## src/rtl/audio_sigma_delta_dac_if.sv

```systemverilog
// Sample input and pulse-density output bundle for the stereo sigma-delta DAC.
interface audio_sigma_delta_dac_if #(
  parameter int unsigned DW = 16
);
  logic [DW-1:0] audio_l;
  logic [DW-1:0] audio_r;
  logic          audio_stb;
  logic          dac_l;
  logic          dac_r;
  logic          overrun;

  modport master (
    output audio_l, audio_r, audio_stb,
    input  dac_l, dac_r, overrun
  );

  modport slave (
    input  audio_l, audio_r, audio_stb,
    output dac_l, dac_r, overrun
  );
endinterface

```

## src/rtl/audio_sigma_delta_dac.sv

```systemverilog
// Stereo first-order sigma-delta audio DAC with linear interpolation between
// successive sample pairs. Channel index 0 is left, 1 is right.
module audio_sigma_delta_dac #(
  parameter int unsigned DW    = 16,
  parameter int unsigned DIV   = 4,
  parameter int unsigned SHIFT = 4
) (
  input  logic                    clk,
  input  logic                    reset,
  audio_sigma_delta_dac_if.slave  bus
);
  localparam int unsigned NCH  = 2;
  localparam int unsigned CW   = DW + SHIFT;
  localparam int unsigned CNTW = SHIFT + 1;
  localparam int unsigned DVW  = (DIV > 1) ? $clog2(DIV) : 1;
  localparam logic [CNTW-1:0] CNT_FULL = CNTW'(1) << SHIFT;
  localparam logic [CNTW-1:0] CNT_ONE  = CNTW'(1);
  localparam logic [DVW-1:0]  DIV_LAST = DVW'(DIV - 1);
  localparam logic [CW-1:0]   CUR_MID  = {1'b1, {(CW-1){1'b0}}};

  typedef enum logic {
    S_IDLE,
    S_RAMP
  } state_e;

  logic [DVW-1:0]      div_q, div_d;
  logic                tick;
  state_e              state_q [NCH];
  state_e              state_d [NCH];
  logic [CW-1:0]       cur_q   [NCH];
  logic [CW-1:0]       cur_d   [NCH];
  logic signed [DW:0]  step_q  [NCH];
  logic signed [DW:0]  step_d  [NCH];
  logic [CNTW-1:0]     cnt_q   [NCH];
  logic [CNTW-1:0]     cnt_d   [NCH];
  logic [DW-1:0]       acc_q   [NCH];
  logic [DW-1:0]       acc_d   [NCH];
  logic [NCH-1:0]      dac_q, dac_d;
  logic                overrun_q, overrun_d;
  logic [DW-1:0]       cur_int [NCH];
  logic [DW-1:0]       u_new   [NCH];
  logic [DW:0]         sum     [NCH];

  // Modulator tick divider: counts 0..DIV-1, tick on the last count.
  always_comb begin
    tick  = (div_q == DIV_LAST);
    div_d = tick ? '0 : div_q + 1'b1;
  end

  // Per-channel interpolator FSM and modulator next-state logic.
  always_comb begin
    u_new[0] = {~bus.audio_l[DW-1], bus.audio_l[DW-2:0]};
    u_new[1] = {~bus.audio_r[DW-1], bus.audio_r[DW-2:0]};
    dac_d    = dac_q;
    for (int unsigned ch = 0; ch < NCH; ch++) begin
      cur_int[ch] = cur_q[ch][CW-1:SHIFT];
      state_d[ch] = state_q[ch];
      cur_d[ch]   = cur_q[ch];
      step_d[ch]  = step_q[ch];
      cnt_d[ch]   = cnt_q[ch];
      acc_d[ch]   = acc_q[ch];
      sum[ch]     = {1'b0, acc_q[ch]} + {1'b0, cur_int[ch]};
      // Modulator always sees the pre-update cur_int of this cycle.
      if (tick) begin
        dac_d[ch] = sum[ch][DW];
        acc_d[ch] = sum[ch][DW-1:0];
      end
      // A strobe restarts the ramp from the truncated integer part and
      // suppresses any ramp add that would coincide with it.
      if (bus.audio_stb) begin
        cur_d[ch]   = {cur_int[ch], {SHIFT{1'b0}}};
        step_d[ch]  = {1'b0, u_new[ch]} - {1'b0, cur_int[ch]};
        cnt_d[ch]   = CNT_FULL;
        state_d[ch] = S_RAMP;
      end else if (tick && (state_q[ch] == S_RAMP)) begin
        cur_d[ch] = cur_q[ch] + CW'(step_q[ch]);
        cnt_d[ch] = cnt_q[ch] - 1'b1;
        if (cnt_q[ch] == CNT_ONE) begin
          state_d[ch] = S_IDLE;
        end
      end
    end
    overrun_d = bus.audio_stb && (state_q[0] == S_RAMP);
  end

  // State registers with synchronous reset to midscale.
  always_ff @(posedge clk) begin
    if (reset) begin
      div_q     <= '0;
      dac_q     <= '0;
      overrun_q <= 1'b0;
      for (int unsigned ch = 0; ch < NCH; ch++) begin
        state_q[ch] <= S_IDLE;
        cur_q[ch]   <= CUR_MID;
        step_q[ch]  <= '0;
        cnt_q[ch]   <= '0;
        acc_q[ch]   <= '0;
      end
    end else begin
      div_q     <= div_d;
      dac_q     <= dac_d;
      overrun_q <= overrun_d;
      for (int unsigned ch = 0; ch < NCH; ch++) begin
        state_q[ch] <= state_d[ch];
        cur_q[ch]   <= cur_d[ch];
        step_q[ch]  <= step_d[ch];
        cnt_q[ch]   <= cnt_d[ch];
        acc_q[ch]   <= acc_d[ch];
      end
    end
  end

  assign bus.dac_l   = dac_q[0];
  assign bus.dac_r   = dac_q[1];
  assign bus.overrun = overrun_q;

endmodule
```

## src/flat_wrapper.sv

```systemverilog
// flat-port wrapper written by rule: the top's interface ports become plain ports
module audio_sigma_delta_dac_flat 
#(
  parameter int unsigned DW    = 16,
  parameter int unsigned DIV   = 4,
  parameter int unsigned SHIFT = 4
)
  (clk, reset, bus_audio_l, bus_audio_r, bus_audio_stb, bus_dac_l, bus_dac_r, bus_overrun);
  audio_sigma_delta_dac_if #(.DW(DW)) bus_i ();
  input  logic clk;
  input  logic reset;
  input wire logic [$bits(bus_i.audio_l)-1:0] bus_audio_l;
  input wire logic [$bits(bus_i.audio_r)-1:0] bus_audio_r;
  input wire logic [$bits(bus_i.audio_stb)-1:0] bus_audio_stb;
  output wire logic [$bits(bus_i.dac_l)-1:0] bus_dac_l;
  output wire logic [$bits(bus_i.dac_r)-1:0] bus_dac_r;
  output wire logic [$bits(bus_i.overrun)-1:0] bus_overrun;
  assign bus_i.audio_l = bus_audio_l;
  assign bus_i.audio_r = bus_audio_r;
  assign bus_i.audio_stb = bus_audio_stb;
  assign bus_dac_l = bus_i.dac_l;
  assign bus_dac_r = bus_i.dac_r;
  assign bus_overrun = bus_i.overrun;
  audio_sigma_delta_dac #(.DW(DW), .DIV(DIV), .SHIFT(SHIFT)) u_core (.clk(clk), .reset(reset), .bus(bus_i));
endmodule
```

## config.mk

```make
export PLATFORM = sky130hd
export DESIGN_NAME = audio_sigma_delta_dac_flat
export DESIGN_NICKNAME = d
export VERILOG_FILES = /design/src/rtl/audio_sigma_delta_dac_if.sv /design/src/rtl/audio_sigma_delta_dac.sv /design/src/flat_wrapper.sv
export SDC_FILE = /design/constraint.sdc
export NUM_CORES = 1
export LEC_CHECK = 0
export CORE_ASPECT_RATIO = 1.2
export CORE_MARGIN = 2
export CORE_UTILIZATION = 62
export CTS_CLUSTER_SIZE = 10
export DETAILED_ROUTE_END_ITERATION = 7
export PLACE_DENSITY_LB_ADDON = 0.1
export RECOVER_POWER = 50
export SLEW_MARGIN = 20
export SYNTH_ARGS = -nofsm -noshare
export SYNTH_HDL_FRONTEND = slang
export SYNTH_SLANG_ARGS = --single-unit
```

## constraint.sdc

```tcl
create_clock -name clk -period 3 [get_ports clk]
set_input_delay 0.6 -clock clk [delete_from_list [all_inputs] [get_ports clk]]
set_output_delay 0.6 -clock clk [all_outputs]
set_load 0.01 [all_outputs]
```

==> results of run 1 <==
[metrics by stage]
stage | std cells | utilization | instance area (um^2) | setup TNS [ns]
after floorplan | 1092 | - | 8945 | 0
after global placement | 1293 | 0.6726 | 9574 | -0.6295
after detailed placement | 1293 | 0.6726 | 9574 | -0.9513
after CTS | 1325 | 0.7157 | 10190 | 0
after global routing | 1325 | 0.7136 | 10160 | 0
final | 1326 | 0.7138 | 10160 | 0
[registers in the layout (all words and copies together), names as in the netlist]
signal,flops
u_core.acc_q,32
u_core.bus.overrun,1
u_core.cnt_q,10
u_core.cur_q,40
u_core.dac_q,2
u_core.div_q,2
u_core.state_q,2
u_core.step_q,34
[layout make-up]
cell class	count	area share
diodes	1	0.0002463
clock buffers	18	0.04224
clock inverters	14	0.01810
inverters	66	0.02438
multi-input cells	869	0.6005
flip-flops and latches	123	0.2424
well taps	175	0.02155
repair buffers	60	0.05062
[cell families (layout without fill, tap and decap cells)]
family          count (synthesis)  after routing  share of synthesized area
compound gates                320            320                     0.2384
xor+xnor                       76             76                    0.07442
fa+ha+maj                     113            113                     0.1631
buf+inv                       100            158                    0.04196
flops                         123            123                     0.2753
mux                            37             37                    0.04140
other cells                     0              1                          0
simple gates                  323            323                     0.1655
[critical path: stages]
cell,delay [ns]
clkdlybuf4s50_1,0.45
inv_1,0.04
ha_1,0.21
fa_1,0.39
nor2b_1,0.12
o21ai_1,0.08
a21boi_1,0.23
o31a_1,0.23
a31o_1,0.26
o22ai_1,0.12
xor2_1,0.15
a211oi_1,0.22
[Yosys cell counts (3+ instances only)]
library cell / number
xor2_1: 25
a21oi_1: 99
o21bai_1: 9
buf_1: 6
nand4_1: 4
nand2_1: 97
or3_1: 7
a41oi_1: 3
a21o_1: 27
o31ai_1: 9
o311ai_0: 4
mux2i_1: 37
nand4b_1: 4
dfxtp_1: 123
o211a_1: 3
inv_1: 66
ha_1: 107
nor4_1: 5
and2_1: 10
or4_1: 3
clkbuf_1: 28
o21ai_1: 7
a211oi_1: 24
or2_2: 7
and3_1: 3
a211o_1: 5
fa_1: 6
nand2b_1: 14
nor2b_1: 10
a31o_2: 3
a21boi_0: 3
o211ai_1: 7
a31oi_2: 3
nand3_1: 14
o21ai_0: 46
nor2_1: 117
o22ai_1: 5
o21a_1: 19
nand3b_1: 5
a31oi_1: 15
xnor2_1: 51
nor3_1: 17
[layout by cell type (no fill, tap or decap), types with 19 or more instances in the layout]
master / n
dfxtp_1: 123
mux2i_1: 37
o21ai_0: 46
nand2_1: 97
clkdlybuf4s50_1: 31
xnor2_1: 51
inv_1: 66
a21oi_1: 99
xor2_1: 25
a211oi_1: 24
nor2_1: 117
ha_1: 107
a21o_1: 27
o21a_1: 19
[where the power goes]
part	internal, mW	switching (mW)	leakage, nW
Combinational	0.262	0.315	3.02
Sequential	1.69	0.0447	1.00
Clock	1.32	0.826	0.298
[metal layers]
layer	vias to the layer above	global-route usage
met3	46	0.05817
met1	3617	0.3153
met4	0	0.1165
met2	152	0.4820
met5	-	0
li1	4024	-
[how the worst max path moves through the flow]
stage / to / slack (ns) / depth (start not counted)
after floorplan: u_core.step_q[0][31]$_SDFFE_PP0P_ / 0.39 / 11
after global placement: u_core.step_q[0][12]$_SDFFE_PP0P_ / -0.17 / 12
after detailed placement: u_core.step_q[0][12]$_SDFFE_PP0P_ / -0.22 / 12
after CTS: u_core.step_q[0][12]$_SDFFE_PP0P_ / 0.21 / 12
after global routing: u_core.step_q[0][12]$_SDFFE_PP0P_ / 0.06 / 12
final: u_core.step_q[0][12]$_SDFFE_PP0P_ / 0.20 / 12
==> run summary, run 1 <==
The amount of wire on met3 after detailed routing came out at 718 um. The number of port buffers is 37. The worst hold path begins at u_core.div_q[0]$_SDFF_PP0_.

The actual transition at the worst max-transition pin came out at ~1.2 ns. After synthesis the cells add up to between 8000 and 9000 um^2. The data required time at the worst endpoint is ~3.3 ns. Before CTS, the worst setup slack after placement is -0.2182 ns. The number of distinct standard cells referenced by the synthesized netlist came out at just over 70. Yosys printed 0 warnings. The number of H-tree branching levels is 4. The total power consumption of the routed design is approximately 4.5 mW. The filler cells instantiated in the layout total approximately 1200. The number of standard-cell rows in the floorplan is 48. The number of DRC markers after the initial detailed-route iteration came out at 384. In this run the critical register-to-register path is launched from u_core.step_q[0][1]$_SDFFE_PP0P_. The via density per instance is a little under 6. Counting I/O delays and the setup requirement, the final critical path takes ~2.8 ns.

In this run the top signal layer used is met4. In the detailed route, the total length drawn on met2 is 10140 um. The slack of the worst reg-to-reg path is ~0.24 ns. The sequential cell area came out at 2462 um^2.

The share of synthesized area in the top cell type comes to 0.2753. After technology mapping, the gate count stands at 1092. The path with the worst hold slack has its endpoint at u_core.div_q[0]$_SDFF_PP0_. The total iterations of the first detailed-routing run came out at 5. The HPWL after detailed placement is 15410 um. The number of pins with negative max-slew slack in the final report came out at 0. TritonCTS built the clock tree. The die area came out at around 15000 um^2. The number of hold buffers added after CTS was 0. Static timing analysis puts the maximum clock frequency at between 0.3 and 0.4 GHz.

The clock-pin slew of the registers on the worst-case setup and hold paths came out at 0.06 ns. The synthesized design contains 0 enable-type register cells. The number of maximum-capacitance constraint violations came out at 0.

After synthesis the netlist holds a flip-flop and latch count of about 120. In the synthesized netlist the dominant register cell turns out to be dfxtp_1. The synthesized design spends more area on one cell type than any other, namely dfxtp_1. The worst register-to-register path ends at u_core.cur_q[0][19]$_SDFFE_PP1P_. The element type at the critical path start is an input pin.

The final worst-path cycle share came out at 0.9322. The area growth from synthesis to layout is 13.58%. The total DRC errors in the routed layout came out at 0. The critical path starts at bus_audio_l[0]. In the final routing, the length of wire on met1 measures 9097 um. The number of endpoints with negative hold slack in the final report came out at 0.

The all-layer global routing usage is 0.2718. The net count of the mapped netlist is about 1200. The leftover overflow at the end of global routing is 0. The count of buffers added by post-CTS timing repair for setup is 0. The area of the multi-input gates came out at 6101 um^2. The worst hold slack after final layout is between 0.4 and 0.5 ns. The worst setup path is captured at a flip-flop. Entering global routing, the biggest net connects 51 pins.

The tightest min-delay check is of the reg2reg type. Ranked by total cell area, the synthesized netlist is headed by dfxtp_1, ha_1, a21oi_1, xnor2_1, nor2_1. The initial core utilization is 0.6284.

In the final routed layout, each cell accounts on average for 15.52 um. The clock tree skew after final layout came out at 0.007899 ns. The tree is rooted in a clkbuf_16.

The clock latency at the later pin of the worst-skew pair came out at about 0.42 ns. The worst path meets setup with just over 0.2 ns of slack. The number of I/O pins came out at 38. Setup repair after global routing left no endpoint under its margin. The fraction of registers with async set or reset after synthesis is 0. The net total in the final layout is approximately 1300. The clock passes through at most 2 buffers. The number of clock buffers added by TritonCTS is 17.

The worst IR drop on VDD is 0.0003415 V. The global-route wire length before repair came out at roughly 34000 um. The detailed router placed about 7800 vias in this run. The placeable core region came out at 14230 um^2. The post-cts gate resize count is 0.

The die height is between 100 and 150 um. The run finished with clean final reports. The remaining antenna violation count after routing is 0. After detailed routing, the total wire length is around 20000 um.

The die width is between 100 and 150 um. The final count of negative-setup-slack endpoints came out at 0. For the worst flop-to-flop path, the logic depth is 9.

The placer's final routability congestion estimate is 0.9128. The power density of the placed cells is between 400 and 500 nW/um^2. The number of antenna violations at the first check in global routing came out at 1. The clock net in this run drives a total of 123 sinks.

The via count of the first global-routing pass is 7319. The data arrival at the endpoint of the critical path is ~3.1 ns. The number of cells traversed by the worst hold path came out at 1. The leakage power of the design is roughly 4.3 nW. The synthesized area per cell came out at ~8.2 um^2. The sequential-to-total area share from yosys stat came out at 0.2753. The critical path is of the in2reg type.

Of the cells placed in the final design, the portion with a size suffix greater than 1 is 0.06435. The worst slew margin relative to its limit is 0.1968. The largest driver fanout on the critical path is 3.
Note: power is estimated with default switching activity, not from simulation.
==> inputs of run 2 (changes only) <==
--- a/config.mk
+++ b/config.mk
@@ -5,9 +5,10 @@
 export SDC_FILE = /design/constraint.sdc
 export NUM_CORES = 1
 export LEC_CHECK = 0
+export CAP_MARGIN = 20
 export CORE_ASPECT_RATIO = 1.2
 export CORE_MARGIN = 2
-export CORE_UTILIZATION = 62
+export CORE_UTILIZATION = 55
 export CTS_CLUSTER_SIZE = 10
 export DETAILED_ROUTE_END_ITERATION = 7
 export PLACE_DENSITY_LB_ADDON = 0.1
==> run 2 against run 1 <==
Compared with the run above:
- total power decreased by 2.0%
- clock power decreased by 4%
- first-iteration DRC count decreased by 3.1%
- sequential power about the same
- critical endpoint is now u_core.step_q[0][16]$_SDFFE_PP0P_
- largest power group unchanged
==> run summary, run 2 (synthesis gave the netlist of run 1 again) <==
The total iterations of the first detailed-routing run was 5 (unchanged). The mean routed wirelength per cell is 14.88 um (-4.1%). The final critical path time including I/O delays and setup came to 2.772 ns (-0.02447 ns). The endpoint of the worst register-to-register path is u_core.cur_q[0][17]$_SDFFE_PP0P_.

The largest driver fanout on the critical path came out at 2 (-1). TritonCTS built the clock tree. The data arrival at the endpoint of the critical path is 3.07 ns (-0.05 ns). The end-of-flow core utilization was 0.6352 (-0.07863). The number of antenna violations at the first check in global routing is 1 (unchanged).

The number of standard-cell rows in the floorplan is 51 (+6.3%). The final worst-path cycle share came out at 0.9241 (-0.008156). The leftover overflow at the end of global routing is 0 (unchanged). In this run the critical register-to-register path is launched from u_core.div_q[0]$_SDFF_PP0_. The clock tree skew after final layout is 0.007769 ns (-0.0001301 ns). The number of port buffers is 37 (unchanged). The via density per instance is 5.731 (-3.1%).

The slack of the worst reg-to-reg path is 0.31 ns (+0.07 ns). The capturing instance or port of the critical path is u_core.step_q[0][16]$_SDFFE_PP0P_. The post-cts gate resize count is 0 (unchanged). The global-route wire length before repair came out at 34070 um (+0.55%). The count of cells along the worst register-to-register path came to 5 (-4). The TritonCTS buffer count is 17 (unchanged).

The number of DRC markers after the initial detailed-route iteration came out at 372 (-3.1%). The kind of capture point of the worst setup path is a flip-flop. In this run the clock root is driven by a clkbuf_16.

The flow ran to the end, and the final reports show no timing, DRC or antenna violations. Leaving out fill and tap cells, the most frequent cells in the layout are dfxtp_1, nor2_1, ha_1, a21oi_1, nand2_1. The clock-pin slew of the registers on the worst-case setup and hold paths is 0.06 ns (about the same). The critical path in this run is classified as in2reg. For this design, the slowest cell found on the critical path is dlygate4sd3_1.

Setup repair after global routing left no endpoint under its margin. The die area is 17300 um^2 (+12%). The number of I/O pins is 38 (unchanged). The number of pins with negative max-slew slack in the final report came out at 0 (unchanged). The initial core utilization is 0.5563 (-0.07217).

The delay of the slowest cell on the worst path is 0.52 ns (+0.07 ns). The number of H-tree branching levels came to 4 (unchanged). The highest attainable clock frequency came out at 0.3607 GHz (+0.88%). In this run the worst setup path begins at bus_audio_l[0]. The via total after detailed routing is 7811 (-0.36%). The largest registers in the layout are u_core.cur_q: 40 flops, u_core.step_q: 34 flops, u_core.acc_q: 32 flops.

Walking the worst path, the cells encountered are dlygate4sd3_1 > inv_1 > ha_1 > fa_1 > nor2b_1 > o21ai_1 > a21boi_0 > o31a_1 > a31o_1 > buf_4 > o31ai_4 > o211ai_1 > a21oi_1. The data required time at the worst endpoint is 3.30 ns (-0.02 ns). The hold buffer count at cts came to 0 (unchanged).

The number of maximum-capacitance constraint violations is 0 (unchanged). The worst slew margin relative to its limit came out at 0.2351 (+0.03831). The die height is 143.7 um (+6.0%).

The most common library cell in the layout ignoring fill and taps is dfxtp_1. The net total in the final layout is 1286 (+0.078%). The remaining antenna violation count after routing came to 0 (unchanged). The count of buffers added by post-CTS timing repair for setup came out at 0 (unchanged). The leakage power of the design came out at 4.305 nW (-0.22%). The number of buffers on the longest clock path is 2 (unchanged). The fraction of final layout cells with drive strength greater than 1 came out at 0.06777 (+0.003419). The number of flip-flops under the largest register name came to 40 (unchanged). The layout-stage area growth over the synthesis result came out at 14.18%. The clock sink count is 123 (unchanged). Ranked by flip-flop count, first place goes to u_core.cur_q.

The worst setup path is launched from an input pin. The placeable core region is 16080 um^2 (+13%). The via count of the first global-routing pass came out at 7377 (+0.79%).

The placer's final routability congestion estimate is 0.8902 (-2.5%). The final count of negative-setup-slack endpoints is 0 (unchanged). The actual transition at the worst max-transition pin is 1.143 ns (-0.06169 ns). The post-route setup TNS came out at 0 ns (unchanged). The placed wire-length estimate after detailed placement came out at 15380 um (-0.16%). The total length of routed wires is 20290 um (-1.5%). The clock latency at the later pin of the worst-skew pair is 0.42 ns (about the same). The cell area after layout came out at 10210 um^2 (+0.53%).

The worst hold path belongs to the class reg2reg. The instance area after placement came out at 9641 um^2 (+0.69%). The all-layer global routing usage is 0.2425 (-0.02929). The number of endpoints with negative hold slack in the final report is 0 (unchanged). The power density of the placed cells is 428.4 nW/um^2 (-2.5%).

The number of cells in the finished layout apart from fillers came out at 1363 (+2.8%). The total DRC errors in the routed layout came to 0 (unchanged). The pin count of the biggest net entering global routing is 48 (-5.9%). The die width is 120.4 um (+6.0%). The number of cells after detailed placement was 1331 (+2.9%).

The worst IR drop on VDD is 0.0003575 V (+4.7%). The number of antenna repair diodes is 0 (-1).
[run 2: layout make-up]
cell class,count,area (um^2)
clock inverter,15,165.2
fill,1457,5867
timing repair buffer,61,540.5
tap,212,265.3
inverter,66,247.7
multi-input combinational,869,6107
clock buffer,17,425.4
sequential,123,2462
[run 2: how the worst min path moves through the flow]
stage,start,end,slack [ns],depth (start not counted)
after global routing,u_core.div_q[0]$_SDFF_PP0_,u_core.div_q[0]$_SDFF_PP0_,0.45,1
final,u_core.div_q[0]$_SDFF_PP0_,u_core.div_q[0]$_SDFF_PP0_,0.42,1
after global placement,u_core.div_q[0]$_SDFF_PP0_,u_core.div_q[0]$_SDFF_PP0_,0.42,1
after detailed placement,u_core.div_q[0]$_SDFF_PP0_,u_core.div_q[0]$_SDFF_PP0_,0.43,1
after CTS,u_core.div_q[0]$_SDFF_PP0_,u_core.div_q[0]$_SDFF_PP0_,0.44,1
after floorplan,u_core.div_q[0]$_SDFF_PP0_,u_core.div_q[0]$_SDFF_PP0_,0.40,1
[run 2: worst max-delay path: cells and delay by family]
kind / cells / cell delay (ns)
AOI/OAI and AO/OA: 7 / 1.05
and+or+nand+nor: 1 / 0.13
adders and majority gates: 2 / 0.61
buffers and inverters: 3 / 0.69
[run 2: power breakdown]
| part | internal [mW] | switching [mW] |
|---|---|---|
| sequential | 1.69 | 0.0441 |
| combinational | 0.268 | 0.315 |
| clock | 1.23 | 0.822 |
| total | 3.20 | 1.18 |
[run 2: stage by stage]
| stage | hold WS, ns | setup slack (ns) | power (mW) |
|---|---|---|---|
| 6_report | 0.4249 | 0.2278 | 4.376 |
| 3_5_place_dp | 0.4266 | -0.2550 | 2.356 |
| 2_1_floorplan | 0.4043 | 0.3912 | 2.182 |
| 4_1_cts | 0.4350 | 0.1940 | 4.414 |
| 5_1_grt | 0.4540 | 0.08080 | 4.558 |
| 3_3_place_gp | 0.4181 | -0.1833 | 2.348 |
[run 2: metal layers]
layer	up-vias	GRT usage	part of all wire
met5	-	0	0.00059
met4	2	0.07589	0.019
met1	3655	0.2924	0.45
met3	29	0.04365	0.029
met2	113	0.4362	0.50
li1	4012	-	-
==> inputs of run 3 (changes only) <==
--- a/config.mk
+++ b/config.mk
@@ -5,7 +5,6 @@
 export SDC_FILE = /design/constraint.sdc
 export NUM_CORES = 1
 export LEC_CHECK = 0
-export CAP_MARGIN = 20
 export CORE_ASPECT_RATIO = 1.2
 export CORE_MARGIN = 2
 export CORE_UTILIZATION = 55
==> results of run 3 <==
Final layout, timing and power as in run 2 (identical DEF).
